==> src/rtl/am4_useq_pkg.sv <==
// Shared definitions for the am4_useq microprogram sequencer and the microword
// field layouts that feed it: next-address op codes and default widths.
package am4_useq_pkg;

    localparam int DEF_AW = 9;
    localparam int DEF_SD = 4;
    localparam int DEF_CW = 8;
    localparam int MAP_W  = 7;

    localparam logic [2:0] OP_CONT = 3'd0;
    localparam logic [2:0] OP_JMP  = 3'd1;
    localparam logic [2:0] OP_CJMP = 3'd2;
    localparam logic [2:0] OP_MAP  = 3'd3;
    localparam logic [2:0] OP_JSR  = 3'd4;
    localparam logic [2:0] OP_RTS  = 3'd5;
    localparam logic [2:0] OP_LOOP = 3'd6;
    localparam logic [2:0] OP_LDCT = 3'd7;

    // The pointer counts 0..depth inclusive, so it needs one more code than the depth.
    function automatic int sp_width(input int depth);
        return $clog2(depth + 1);
    endfunction

endpackage

==> src/rtl/am4_useq_stack.sv <==
// Parameterised LIFO holding subroutine return addresses. Pushes when full and
// pops when empty are silently dropped; the parent decides what that means.
module am4_useq_stack
    import am4_useq_pkg::*;
#(
    parameter int AW = DEF_AW,
    parameter int SD = DEF_SD
) (
    input  logic          clk,
    input  logic          rst,
    input  logic          push,
    input  logic          pop,
    input  logic [AW-1:0] din,
    output logic [AW-1:0] dout,
    output logic          full,
    output logic          empty
);

    localparam int PW = sp_width(SD);
    localparam int IW = (SD > 1) ? $clog2(SD) : 1;

    logic [PW-1:0] sp;
    logic [PW-1:0] top;
    logic [AW-1:0] mem [SD];

    assign full  = (sp == PW'(SD));
    assign empty = (sp == '0);
    assign top   = sp - PW'(1);
    assign dout  = empty ? '0 : mem[IW'(top)];

    always_ff @(posedge clk) begin
        if (rst) begin
            sp <= '0;
        end else if (push && !full) begin
            sp <= sp + PW'(1);
        end else if (pop && !empty) begin
            sp <= top;
        end
    end

    // Storage needs no reset: an entry is only ever read after it was written.
    always_ff @(posedge clk) begin
        if (!rst && push && !full) begin
            mem[IW'(sp)] <= din;
        end
    end

endmodule

==> src/rtl/am4_useq.sv <==
// Am2909/2911-style microprogram sequencer sitting behind the PDP-11 decode PLM;
// ua is registered and drives the microcode ROM address directly.
module am4_useq
    import am4_useq_pkg::*;
#(
    parameter int            AW       = DEF_AW,
    parameter int            SD       = DEF_SD,
    parameter int            CW       = DEF_CW,
    parameter logic [AW-1:0] RST_ADDR = '0,
    parameter logic [AW-1:0] MAP_BASE = '0
) (
    input  logic             clk,
    input  logic             rst,
    input  logic             ce,
    input  logic [2:0]       mop,
    input  logic             cc,
    input  logic [AW-1:0]    d,
    input  logic [MAP_W-1:0] map_ad,
    input  logic             map_bf,
    output logic [AW-1:0]    ua,
    output logic             bf,
    output logic             stk_ovf,
    output logic             stk_unf
);

    logic [AW-1:0] inc;
    logic [AW-1:0] nxt_ua;
    logic          nxt_bf;
    logic [CW-1:0] cnt;
    logic [CW-1:0] nxt_cnt;
    logic          push;
    logic          pop;
    logic          set_ovf;
    logic          set_unf;
    logic [AW-1:0] stk_dout;
    logic          stk_full;
    logic          stk_empty;

    assign inc = ua + AW'(1);

    am4_useq_stack #(
        .AW (AW),
        .SD (SD)
    ) u_stack (
        .clk   (clk),
        .rst   (rst),
        .push  (ce & push),
        .pop   (ce & pop),
        .din   (inc),
        .dout  (stk_dout),
        .full  (stk_full),
        .empty (stk_empty)
    );

    // Next-address mux; stack misuse falls back to a harmless address and sets a flag.
    always_comb begin
        nxt_ua  = inc;
        nxt_bf  = bf;
        nxt_cnt = cnt;
        push    = 1'b0;
        pop     = 1'b0;
        set_ovf = 1'b0;
        set_unf = 1'b0;
        case (mop)
            OP_CONT: begin
            end
            OP_JMP: begin
                nxt_ua = d;
            end
            OP_CJMP: begin
                if (cc) begin
                    nxt_ua = d;
                end
            end
            OP_MAP: begin
                nxt_ua = MAP_BASE | AW'(map_ad);
                nxt_bf = map_bf;
            end
            OP_JSR: begin
                nxt_ua = d;
                if (stk_full) begin
                    set_ovf = 1'b1;
                end else begin
                    push = 1'b1;
                end
            end
            OP_RTS: begin
                if (stk_empty) begin
                    set_unf = 1'b1;
                end else begin
                    pop    = 1'b1;
                    nxt_ua = stk_dout;
                end
            end
            OP_LOOP: begin
                if (cnt != '0) begin
                    nxt_cnt = cnt - CW'(1);
                    nxt_ua  = d;
                end
            end
            OP_LDCT: begin
                nxt_cnt = d[CW-1:0];
            end
            default: begin
            end
        endcase
    end

    always_ff @(posedge clk) begin
        if (rst) begin
            ua      <= RST_ADDR;
            bf      <= 1'b0;
            cnt     <= '0;
            stk_ovf <= 1'b0;
            stk_unf <= 1'b0;
        end else if (ce) begin
            ua      <= nxt_ua;
            bf      <= nxt_bf;
            cnt     <= nxt_cnt;
            stk_ovf <= stk_ovf | set_ovf;
            stk_unf <= stk_unf | set_unf;
        end
    end

endmodule

==> config.mk <==
export PLATFORM = sky130hd
export DESIGN_NAME = am4_useq
export DESIGN_NICKNAME = d
export VERILOG_FILES = /design/src/rtl/am4_useq_pkg.sv /design/src/rtl/am4_useq_stack.sv /design/src/rtl/am4_useq.sv
export SDC_FILE = /design/constraint.sdc
export NUM_CORES = 1
export LEC_CHECK = 0
export BUFFER_PORTS_ARGS = -buffer_cell sky130_fd_sc_hd__buf_2
export CORE_UTILIZATION = 45
export CTS_CLUSTER_DIAMETER = 60
export CTS_CLUSTER_SIZE = 30
export DETAILED_ROUTE_END_ITERATION = 7
export GPL_TIMING_DRIVEN = 0
export PLACE_DENSITY = 0.62
export RECOVER_POWER = 25
export REMOVE_ABC_BUFFERS = 1
export SLEW_MARGIN = 20
export SYNTH_ARGS = -nofsm -noshare
export SYNTH_HDL_FRONTEND = slang
export SYNTH_SLANG_ARGS = --single-unit
==> constraint.sdc <==
create_clock -name clk -period 3.3 [get_ports clk]
set_input_delay 0.825 -clock clk [delete_from_list [all_inputs] [get_ports clk]]
set_output_delay 0.825 -clock clk [all_outputs]
set_load 0.05 [all_outputs]
After elaboration in Yosys (flattened, before gate mapping) --
Memories as Yosys holds them, arrays and structs flattened. Index checks and enable logic that the tools add are counted.
Word-level totals: memories kept 1, register bits 23, memory bits (writable) 36, logic and storage cells 56, output and inout bits 12, input port bits 24
Cells by class: eq/ne operators 9, bitwise operators 4, add/sub/neg operators 4, multiplexer cells 18, reductions and logical operators 14
Memory list:
- u_stack.mem | depth 4, bits a word 9, read ports 1, clocked after Yosys merged registers in 0, wr ports 1, RTL line am4_useq_stack.sv:24 | logic [AW-1:0] mem [SD];
Operators by type and width (count):
- one-hot mux 9 bit (5 select lines) | 1
- 2-to-1 mux 9 bit | 3
- one-hot mux 8 bit (2 select lines) | 1
- equality test 3 bit, second input constant | 5
- 2-to-1 mux 1 bit | 10
- adder 9 x 1 -> 9 bit, second input constant | 1
- 2-to-1 mux 8 bit | 1
- nonzero test 8 bit | 1
- subtractor 8 x 1 -> 8 bit, second input constant | 1
- equality test 3 x 2 -> 1 bit, second input constant | 2
- 2-to-1 mux 3 bit | 2
- logical AND 1 bit | 4
- nonzero test 2 bit | 2
- adder 3 x 1 -> 3 bit, second input constant | 1
- equality test 3 x 1 -> 1 bit, second input constant | 1
- logical NOT 1 bit | 3
- logical NOT 3 bit | 1
- AND reduction 3 bit | 1
- subtractor 3 x 1 -> 3 bit, second input constant | 1
- AND 1 bit | 2
- != test 2 bit, second input constant | 1
- OR 1 bit | 2
- AND reduction 2 bit | 1
- OR reduction 2 bit | 1

Depth between registers and ports, before layout --
Gate-level depths: netlist of run 1.
depth after elaboration 8, gate-level depth with buffers 9, depth with buffers taken out 7

Hierarchy --
A second synthesis of run 1 with hierarchy kept.
Unflattened totals: cells, all modules 285, area total of the unflattened synthesis 3060.4 um2
By module, submodules not included:
- am4_useq_stack | sequential area each 1141.1 um2, area each 1641.6 um2, times used 1, cells each 89
- am4_useq | sequential area each 400.4 um2, area each 1418.9 um2, times used 1, cells each 196

Worst setup path after synthesis of run 1 --
No wires, ideal clock.
path kind register to register, start register u_stack.sp[0], end register ua[0], setup slack 0.725 ns, path buffers 2, data required time 3.158 ns, clock period less this slack 2.575 ns, cell stages (with the launch flop) 8, library setup time 0.142 ns, arrival 2.433 ns, cell sequence dfxtp_1 clkbuf_1 inv_1 ha_1 clkbuf_1 mux4_2 a221oi_1 a211oi_2
Between the ends: word-level cells in the longest chain between the ends 4, elaborated cells between the ends (all ways) 5, those cells by class add/sub: 1; mux: 2; reduce/logical: 1; memory: 1
RTL lines:
- start: declaration | RTL line am4_useq_stack.sv:22 | logic [PW-1:0] sp;
- start signal: assignment | RTL line am4_useq_stack.sv:35 | sp <= sp + PW'(1);
- start signal: assignment | RTL line am4_useq_stack.sv:37 | sp <= top;
- subtractor 3 x 1 -> 3 bit | RTL line am4_useq_stack.sv:28 | assign top = sp - PW'(1);
- memory read (4 x 9 bit)
- 2-to-1 mux 9 bit (*) | RTL line am4_useq.sv:88 | if (stk_empty) begin
- one-hot mux 9 bit (5 select lines) (*) | RTL line am4_useq.sv:64 | case (mop)
- end signal: assignment | RTL line am4_useq.sv:117 | ua <= nxt_ua;
- end: declaration | RTL line am4_useq.sv:20 | output logic [AW-1:0] ua,
Mark *: on every way between the ends. The rest lies on a longest branch, timed or not. A chain may end at the register's enable or synchronous reset.

Final worst setup path of run 1 --
start register u_stack.sp[0], end register ua[4]
The elaborated chain is that of the path after synthesis.

==> out/qor_table.md, run 1 <==
| Parameter | Value |
| --- | --- |
| Grt ovf | 0 |
| Resize count post-CTS | 0 |
| Number of buffers inserted during clock tree synthesis | 9 |
| Number of design rule violations left after detail routing | 0 |
| Final clock period utilization by the worst path | 0.859 |
| Count of fill cells added during filler insertion | 566 |
| Post-Synth Simple-Gate Area | 0.153 |
| Leading cell type in the layout, fill and taps excluded | sky130_fd_sc_hd__nand2_1 |
| Highest metal layer used by the detailed router | met4 |
| Combined buffer and inverter count along the critical path | 1 |
| Max incr delay on CP | 0.85 ns |
| Antenna fix cells | 0 |
| Total number of nets in the final design | 324 |
| Min setup slack post-route | 0.465 ns |
| Average via count per standard cell | 5.82 |
| Leakage power summed over all cells | 0.00121 µW |
| Die H | 82.2 µm |
| Worst Clk Skew | 0.0146 ns |
| Initial core utilization | 0.478 |
| Placed insts | 357 |
| Clock input transition at the sequential cells of the worst setup and hold paths | 0.07 ns |
| Dominant combinational cell family by area after synthesis | compound AO/OA/AOI/OAI gates |
| Syn Std Cell Area | 2900 µm² |
| Power after layout | 1740 µW |
| Starting DRC count in detailed routing | 139 |
| Hold Path Class | reg -> reg |
| Synthesized-area fraction occupied by xor and xnor cells | 0.0272 |
| Num ports | 36 |
| Warnings, synthesis | 0 |
| Post-Synthesis Mean Instance Area | 11.1 µm² |
| Run status | finished, final reports clean |
| Setup Crit Path Kind | reg -> reg |
| Total via count after detailed routing | 2172 |
| Worst-skew pair later-pin latency | 0.34 ns |
| Pre-CTS setup slack | 0.472 ns |
| Final cell count without fillers | 373 |
| Initial antenna violation count | 0 |
| Buffer levels on the longest clock path | 2 |
| Count of buffers from port buffering | 35 |
| Clock Tree Root | sky130_fd_sc_hd__clkbuf_8 |
| Fin Setup TNS | 0 ns |
| Routability congestion estimate | 0.777 |
| Hold violation count in the final report | 0 |
| Share of synthesized area spent on multiplexers | 0.0700 |
| Wire length on met1 | 3.06 mm |
| CP Capture Type | flop |
| Routed met3 length | 279 µm |
| FP Rows | 28 |
| CP max stage cell | sky130_fd_sc_hd__dfxtp_1 |
| Number of register bits inferred by synthesis | 59 |
| CTS tree | yes |
| Cell Pwr Density | 525 nW/µm² |
| Area of the core | 6060 µm² |
| Detailed-routing iteration count for the pre-antenna-repair pass | 4 |
| Hold_buf cts | 0 |
| Transition time of the tightest slew-check pin | 0.860 ns |
| Die area | 6760 µm² |
| Post-CTS setup-driven buffer insertion count | 0 |
| Final setup violating endpoints | 0 |
| Total wire length after detailed routing | 6.67 mm |
| Pin count of the biggest net entering global routing | 26 |
| Num Clock Sinks | 59 |
| Prevailing post-synth register cell | sky130_fd_sc_hd__edfxtp_1 |
| Max-cap viol count | 0 |
| Min Hold Slack | 0.452 ns |
| Complex-gate fraction of the synthesized area | 0.157 |
| Maximum level of the CTS H-tree | 3 |
| Worst setup slack for register-to-register paths | 0.47 ns |
| Series of cell instances along the critical path | inv_1 -> ha_1 -> mux4_2 -> a221oi_1 -> a211oi_2 |
| Aggregate global-route resource usage | 0.221 |
| Number of flops mapped to enable cells by yosys | 36 |
| Critical Path Start Type | flop |
| Commonest cells after routing, fill and taps aside | 45 x sky130_fd_sc_hd__nand2_1, 36 x sky130_fd_sc_hd__edfxtp_1, 35 x sky130_fd_sc_hd__buf_2 |
| Remaining number of nets flagged by the antenna check after routing | 0 |
| Final critical path time including I/O delays and setup | 2.83 ns |
| Syn-to-layout area delta | 14.3% |
| Relative slew slack | 0.419 |
| Maximum frequency from static timing analysis | 0.353 GHz |
| Arrival @ worst endpoint | 3.03 ns |
| Worst IR Drop VDD | 0.349 mV |
| DR WL/cell | 17.9 µm |
| CP max FO | 12 |
| Fraction of final layout cells sized beyond drive strength 1 | 0.238 |
| Chip Width | 82.2 µm |
| Number of distinct library cells after synthesis | 39 |
| Adder-cell share of the synthesized area | 0.0303 |
| Detailed route wirelength on metal2 | 3.25 mm |
| Half-perimeter wire length of the detailed placement result | 4.40 mm |
| Via count of the first global-routing pass | 2106 |
| Post-synth ARST share | 0 |
| Data required, critical path | 3.50 ns |
| First-pass GRT wire length | 10.5 mm |
| RSZ-0062 raised after global routing | no |
| Crit-path leading delay family | flip-flops |
| Mapped Cells | 262 |
| Share of the yosys chip area belonging to registers | 0.532 |
| Final number of max-transition violations | 0 |
==> registers in the layout, indices dropped and copies added (netlist names) <==
| name | count |
|---|---|
| stk_ovf | 1 |
| stk_unf | 1 |
| u_stack.sp | 3 |
| bf | 1 |
| ua | 9 |
| cnt | 8 |
| u_stack.mem | 36 |
==> through the flow <==
| step | instance area (µm²) | util |
|---|---|---|
| 6_report | 3310 | 0.546 |
| 3_5_place_dp | 3110 | 0.514 |
| 2_1_floorplan | 2830 | - |
| 4_1_cts | 3310 | 0.546 |
| 5_1_grt | 3310 | 0.546 |
| 3_3_place_gp | 3100 | 0.512 |
==> routing by layer <==
metal | vias to the layer above | global-route usage
li1 | 1034 | -
met1 | 1079 | 0.289
met2 | 50 | 0.360
met3 | 9 | 0.0440
met4 | 0 | 0.0895
met5 | - | 0
==> power breakdown <==
| group | internal (µW) | switching [µW] | leakage (µW) | total, µW |
|---|---|---|---|---|
| combinational | 89.1 | 160 | 0.000608 | 249 |
| sequential | 805 | 26.1 | 0.000517 | 831 |
| clock | 350 | 305 | 0.0000889 | 655 |
==> final timing paths <==
path | from | to | cells after the start
setup / recovery | u_stack.sp[0]$_SDFFE_PP0P_ | ua[4]$_SDFFE_PP0P_ | 5
hold reg to reg | bf$_SDFFE_PP0P_ | bf$_SDFFE_PP0P_ | 2
setup reg to reg | u_stack.sp[0]$_SDFFE_PP0P_ | ua[4]$_SDFFE_PP0P_ | 5
hold / removal | bf$_SDFFE_PP0P_ | bf$_SDFFE_PP0P_ | 2
==> area by class of cell <==
class	count	area, µm²	area share
sequential	59	1540	0.466
multi-input combinational	180	1270	0.384
timing repair buffer	36	183	0.0552
clock buffer	10	128	0.0386
tap	75	93.8	0.0284
clock inverter	6	66.3	0.0200
inverter	7	26.3	0.00794
==> cell families after synthesis <==
kind of cell | Yosys count
AND/OR/NAND/NOR | 95
AO/OA/AOI/OAI | 60
flip-flops | 59
buffers and inverters | 23
XOR/XNOR | 9
multiplexers | 9
adder cells (fa/ha/maj) | 7
==> tightest hold or removal path, delay by kind of cell (launching register included) <==
kind,cells,cell delay [ns]
flops,1,0.31
compound gates,1,0.05
simple gates,1,0.05
==> synth_stat cells, types with 2 or more instances <==
cell,number,area (µm²)
sky130_fd_sc_hd__xnor2_1,5,43.8
sky130_fd_sc_hd__edfxtp_1,36,1080
sky130_fd_sc_hd__clkbuf_1,14,52.6
sky130_fd_sc_hd__and2_1,4,25.0
sky130_fd_sc_hd__o21bai_1,3,22.5
sky130_fd_sc_hd__ha_1,7,87.6
sky130_fd_sc_hd__dfxtp_1,23,460
sky130_fd_sc_hd__nand3_1,7,35.0
sky130_fd_sc_hd__nand2_1,45,169
sky130_fd_sc_hd__a211oi_2,7,87.6
sky130_fd_sc_hd__nor3_1,5,25.0
sky130_fd_sc_hd__a31oi_1,5,31.3
sky130_fd_sc_hd__a221oi_1,8,70.1
sky130_fd_sc_hd__inv_1,7,26.3
sky130_fd_sc_hd__a21oi_1,13,65.1
sky130_fd_sc_hd__mux4_2,9,203
sky130_fd_sc_hd__o21ai_0,12,60.1
sky130_fd_sc_hd__nor4b_1,2,17.5
sky130_fd_sc_hd__a211oi_1,3,22.5
sky130_fd_sc_hd__buf_2,2,10.0
sky130_fd_sc_hd__a22oi_1,2,15.0
sky130_fd_sc_hd__nor2_1,23,86.3
sky130_fd_sc_hd__xor2_1,4,35.0
No activity file was read; power rests on OpenSTA's default activity.
==> inputs of run 2 (changes only) <==
Settings changed: ABC_AREA set to 1.
==> run 2 against run 1 <==
Clock-buffer cell count increased by 4. Sequential share of layout area is 3.4 points lower. Register-to-register slack is essentially flat. Critical path depth up 2. Fmax up 0.24%. Global-route usage rose by 0.57 points. Combinational power increased by 7%. Clock skew fell by 0.0076 ns. Wire length grew 17%. Worst hold slack improved by 0.015 ns. Design area up 8.1%. Largest power group unchanged. Highest routed layer unchanged.
==> out/qor_table.md, run 2 <==
| Parameter | Value |
| --- | --- |
| Num Clock Sinks | 59 |
| Starting DRC count in detailed routing | 145 |
| Remaining number of nets flagged by the antenna check after routing | 0 |
| Worst flop-to-flop path startpoint | u_stack.sp[0]$_SDFFE_PP0P_ |
| Cell Pwr Density | 494 nW/µm² |
| Critical Path Start Type | flop |
| WHS Path Cells | 2 |
| Maximum frequency from static timing analysis | 0.354 GHz |
| Leading cell type in the layout, fill and taps excluded | sky130_fd_sc_hd__nand2_1 |
| First-pass GRT wire length | 12.4 mm |
| Final setup violating endpoints | 0 |
| Share of the yosys chip area belonging to registers | 0.490 |
| Most flops, register | u_stack.mem |
| Die H | 85.6 µm |
| FP Rows | 30 |
| Core Util, Final | 0.529 |
| Detailed-routing iteration count for the pre-antenna-repair pass | 4 |
| Syn-to-layout area delta | 13.6% |
| Max-cap viol count | 0 |
| Worst-skew pair later-pin latency | 0.33 ns |
| Total non-filler cell area in the finished layout | 3570 µm² |
| First element of the critical path | u_stack.sp[0]$_SDFFE_PP0P_ |
| Synth cell count leaders | 130 x sky130_fd_sc_hd__nand2_1, 58 x sky130_fd_sc_hd__nor2_1, 45 x sky130_fd_sc_hd__nand3_1 |
| CTS tree | yes |
| Largest registers | u_stack.mem: 36 flops, ua: 9 flops, cnt: 8 flops |
| Syn Std Cell Area | 3150 µm² |
| Fraction of final layout cells sized beyond drive strength 1 | 0.142 |
| Via count of the first global-routing pass | 2446 |
| Total cell area at the placement stage | 3370 µm² |
| Total wire length after detailed routing | 7.78 mm |
| DR WL/cell | 14.7 µm |
| Final critical path time including I/O delays and setup | 2.83 ns |
| Final clock period utilization by the worst path | 0.857 |
| Number of register bits inferred by synthesis | 59 |
| Pin count of the biggest net entering global routing | 26 |
| Commonest cells after routing, fill and taps aside | 130 x sky130_fd_sc_hd__nand2_1, 54 x sky130_fd_sc_hd__nor2_1, 45 x sky130_fd_sc_hd__nand3_1 |
| Worst setup slack for register-to-register paths | 0.47 ns |
| Aggregate global-route resource usage | 0.227 |
| Relative slew slack | 0.334 |
| Data required, critical path | 3.26 ns |
| Worst Clk Skew | 0.00692 ns |
| Worst IR Drop VDD | 0.205 mV |
| Min Hold Slack | 0.467 ns |
| Final number of max-transition violations | 0 |
| Arrival @ worst endpoint | 2.79 ns |
| Setup Crit Path Kind | reg -> reg |
| Number of flops mapped to enable cells by yosys | 36 |
| CP max FO | 23 |
| Total via count after detailed routing | 2772 |
| Average via count per standard cell | 5.22 |
| Run status | finished, final reports clean |
| Antenna fix cells | 0 |
| Number of flip-flops under the largest register name | 36 |
| Maximum level of the CTS H-tree | 3 |
| Half-perimeter wire length of the detailed placement result | 5.33 mm |
| RSZ-0062 raised after global routing | no |
| Clock input transition at the sequential cells of the worst setup and hold paths | 0.07 ns |
| Cell types with the largest area share after synthesis | sky130_fd_sc_hd__edfxtp_1 34%, sky130_fd_sc_hd__nand2_1 16%, sky130_fd_sc_hd__dfxtp_1 15% |
| Number of design rule violations left after detail routing | 0 |
| Hold violation count in the final report | 0 |
| Count of buffers from port buffering | 35 |
| Chip Width | 85.6 µm |
| Dominant cell by count in the synthesized netlist | sky130_fd_sc_hd__nand2_1 |
| Mapped Cells | 412 |
| Warnings, synthesis | 0 |
| Area of the core | 6760 µm² |
| Share of Yosys cell area claimed by the top area cell type | 0.344 |
| Worst Reg-to-Reg Cells | 7 |
| Clock Tree Root | sky130_fd_sc_hd__clkbuf_8 |
| Hold Path Class | reg -> reg |
| Num ports | 36 |
| Endpoint of the lowest-slack register-to-register path | u_stack.mem[3][5]$_DFFE_PP_ |
| Worst-case hold path end point | cnt[7]$_SDFFE_PP0P_ |
| Leakage power summed over all cells | 0.00160 µW |
| Initial core utilization | 0.466 |
| Post-synth top area cell | sky130_fd_sc_hd__edfxtp_1 |
| Buffer levels on the longest clock path | 2 |
| Post-synth ARST share | 0 |
| Transition time of the tightest slew-check pin | 0.995 ns |
| Die area | 7330 µm² |
| Routability congestion estimate | 0.829 |
| Post-Synthesis Mean Instance Area | 7.63 µm² |
| Worst hold path startpoint | cnt[7]$_SDFFE_PP0P_ |
| Number of buffers inserted during clock tree synthesis | 9 |
| Grt ovf | 0 |
| Initial antenna violation count | 0 |
| CP Capture Type | flop |
| Number of distinct library cells after synthesis | 30 |
| Prevailing post-synth register cell | sky130_fd_sc_hd__edfxtp_1 |
| Total number of nets in the final design | 477 |
==> run 2: cells by family after synthesis <==
kind of cell / synth area share
AOI/OAI and AO/OA: 0.0696
and+or+nand+nor: 0.325
DFF: 0.490
xor gates and xnor gates: 0.0195
adders and majority gates: 0.0278
buffers and inverters: 0.0676
==> run 2: area by class of cell <==
class / count / area, µm²
Fill cell: 657 / 3180
Clock inverter: 2 / 35.0
Sequential cell: 59 / 1540
Clock buffer: 14 / 163
Multi-Input combinational cell: 299 / 1400
Inverter: 42 / 158
Timing Repair Buffer: 35 / 175
Tap cell: 80 / 100
==> run 2: per-layer routing <==
layer / track usage / wire [µm] / vias up
met5: 0 / 0 / -
met4: 0.0848 / 132 / 0
met3: 0.0366 / 342 / 14
met2: 0.360 / 3530 / 73
met1: 0.315 / 3780 / 1290
li1: - / - / 1395
==> run 2: power by group <==
group          switching (µW)  internal (µW)  leakage [µW]
Combinational             187           80.1      0.000984
Sequential               21.7            805      0.000513
Clock                     283            390      0.000101
==> run 2: critical path, cell delays in order (launching register included) <==
cell and delay (ns):
sky130_fd_sc_hd__dfxtp_2 0.62, sky130_fd_sc_hd__inv_2 0.29, sky130_fd_sc_hd__ha_1 0.29, sky130_fd_sc_hd__nand2_1 0.07, sky130_fd_sc_hd__inv_1 0.05, sky130_fd_sc_hd__nor3_1 0.37, sky130_fd_sc_hd__nand2_1 0.19, sky130_fd_sc_hd__nor2_2 0.56
==> run 2: what timing repair did <==
item | in CTS | in global routing
hold endpoints to repair | 0 | 0
hold buffers | 0 | 0
gates resized for setup | 2 | 3
setup endpoints to repair | 36 | 40
setup buffers | 0 | 0
==> run 2: how the worst max path moves through the flow <==
stage	slack [ns]	to	depth (start not counted)
floorplan	0.88	u_stack.mem[3][0]$_DFFE_PP_	7
global placement	-0.19	u_stack.mem[3][3]$_DFFE_PP_	7
detailed placement	-0.17	u_stack.mem[3][3]$_DFFE_PP_	7
CTS	-0.07	u_stack.mem[0][7]$_DFFE_PP_	7
global route	0.31	u_stack.mem[3][7]$_DFFE_PP_	7
finish	0.47	u_stack.mem[3][5]$_DFFE_PP_	7
==> run 2: through the flow <==
stage               worst slack, ns  instances  total power [µW]  setup TNS, ns
floorplan                     0.883        400              1020              0
global placement             -0.188        515              1100          -3.43
detailed placement           -0.166        515              1110          -2.81
CTS                         -0.0716        531              1770          -1.20
global route                  0.312        531              1840              0
finish                        0.472        531              1770              0
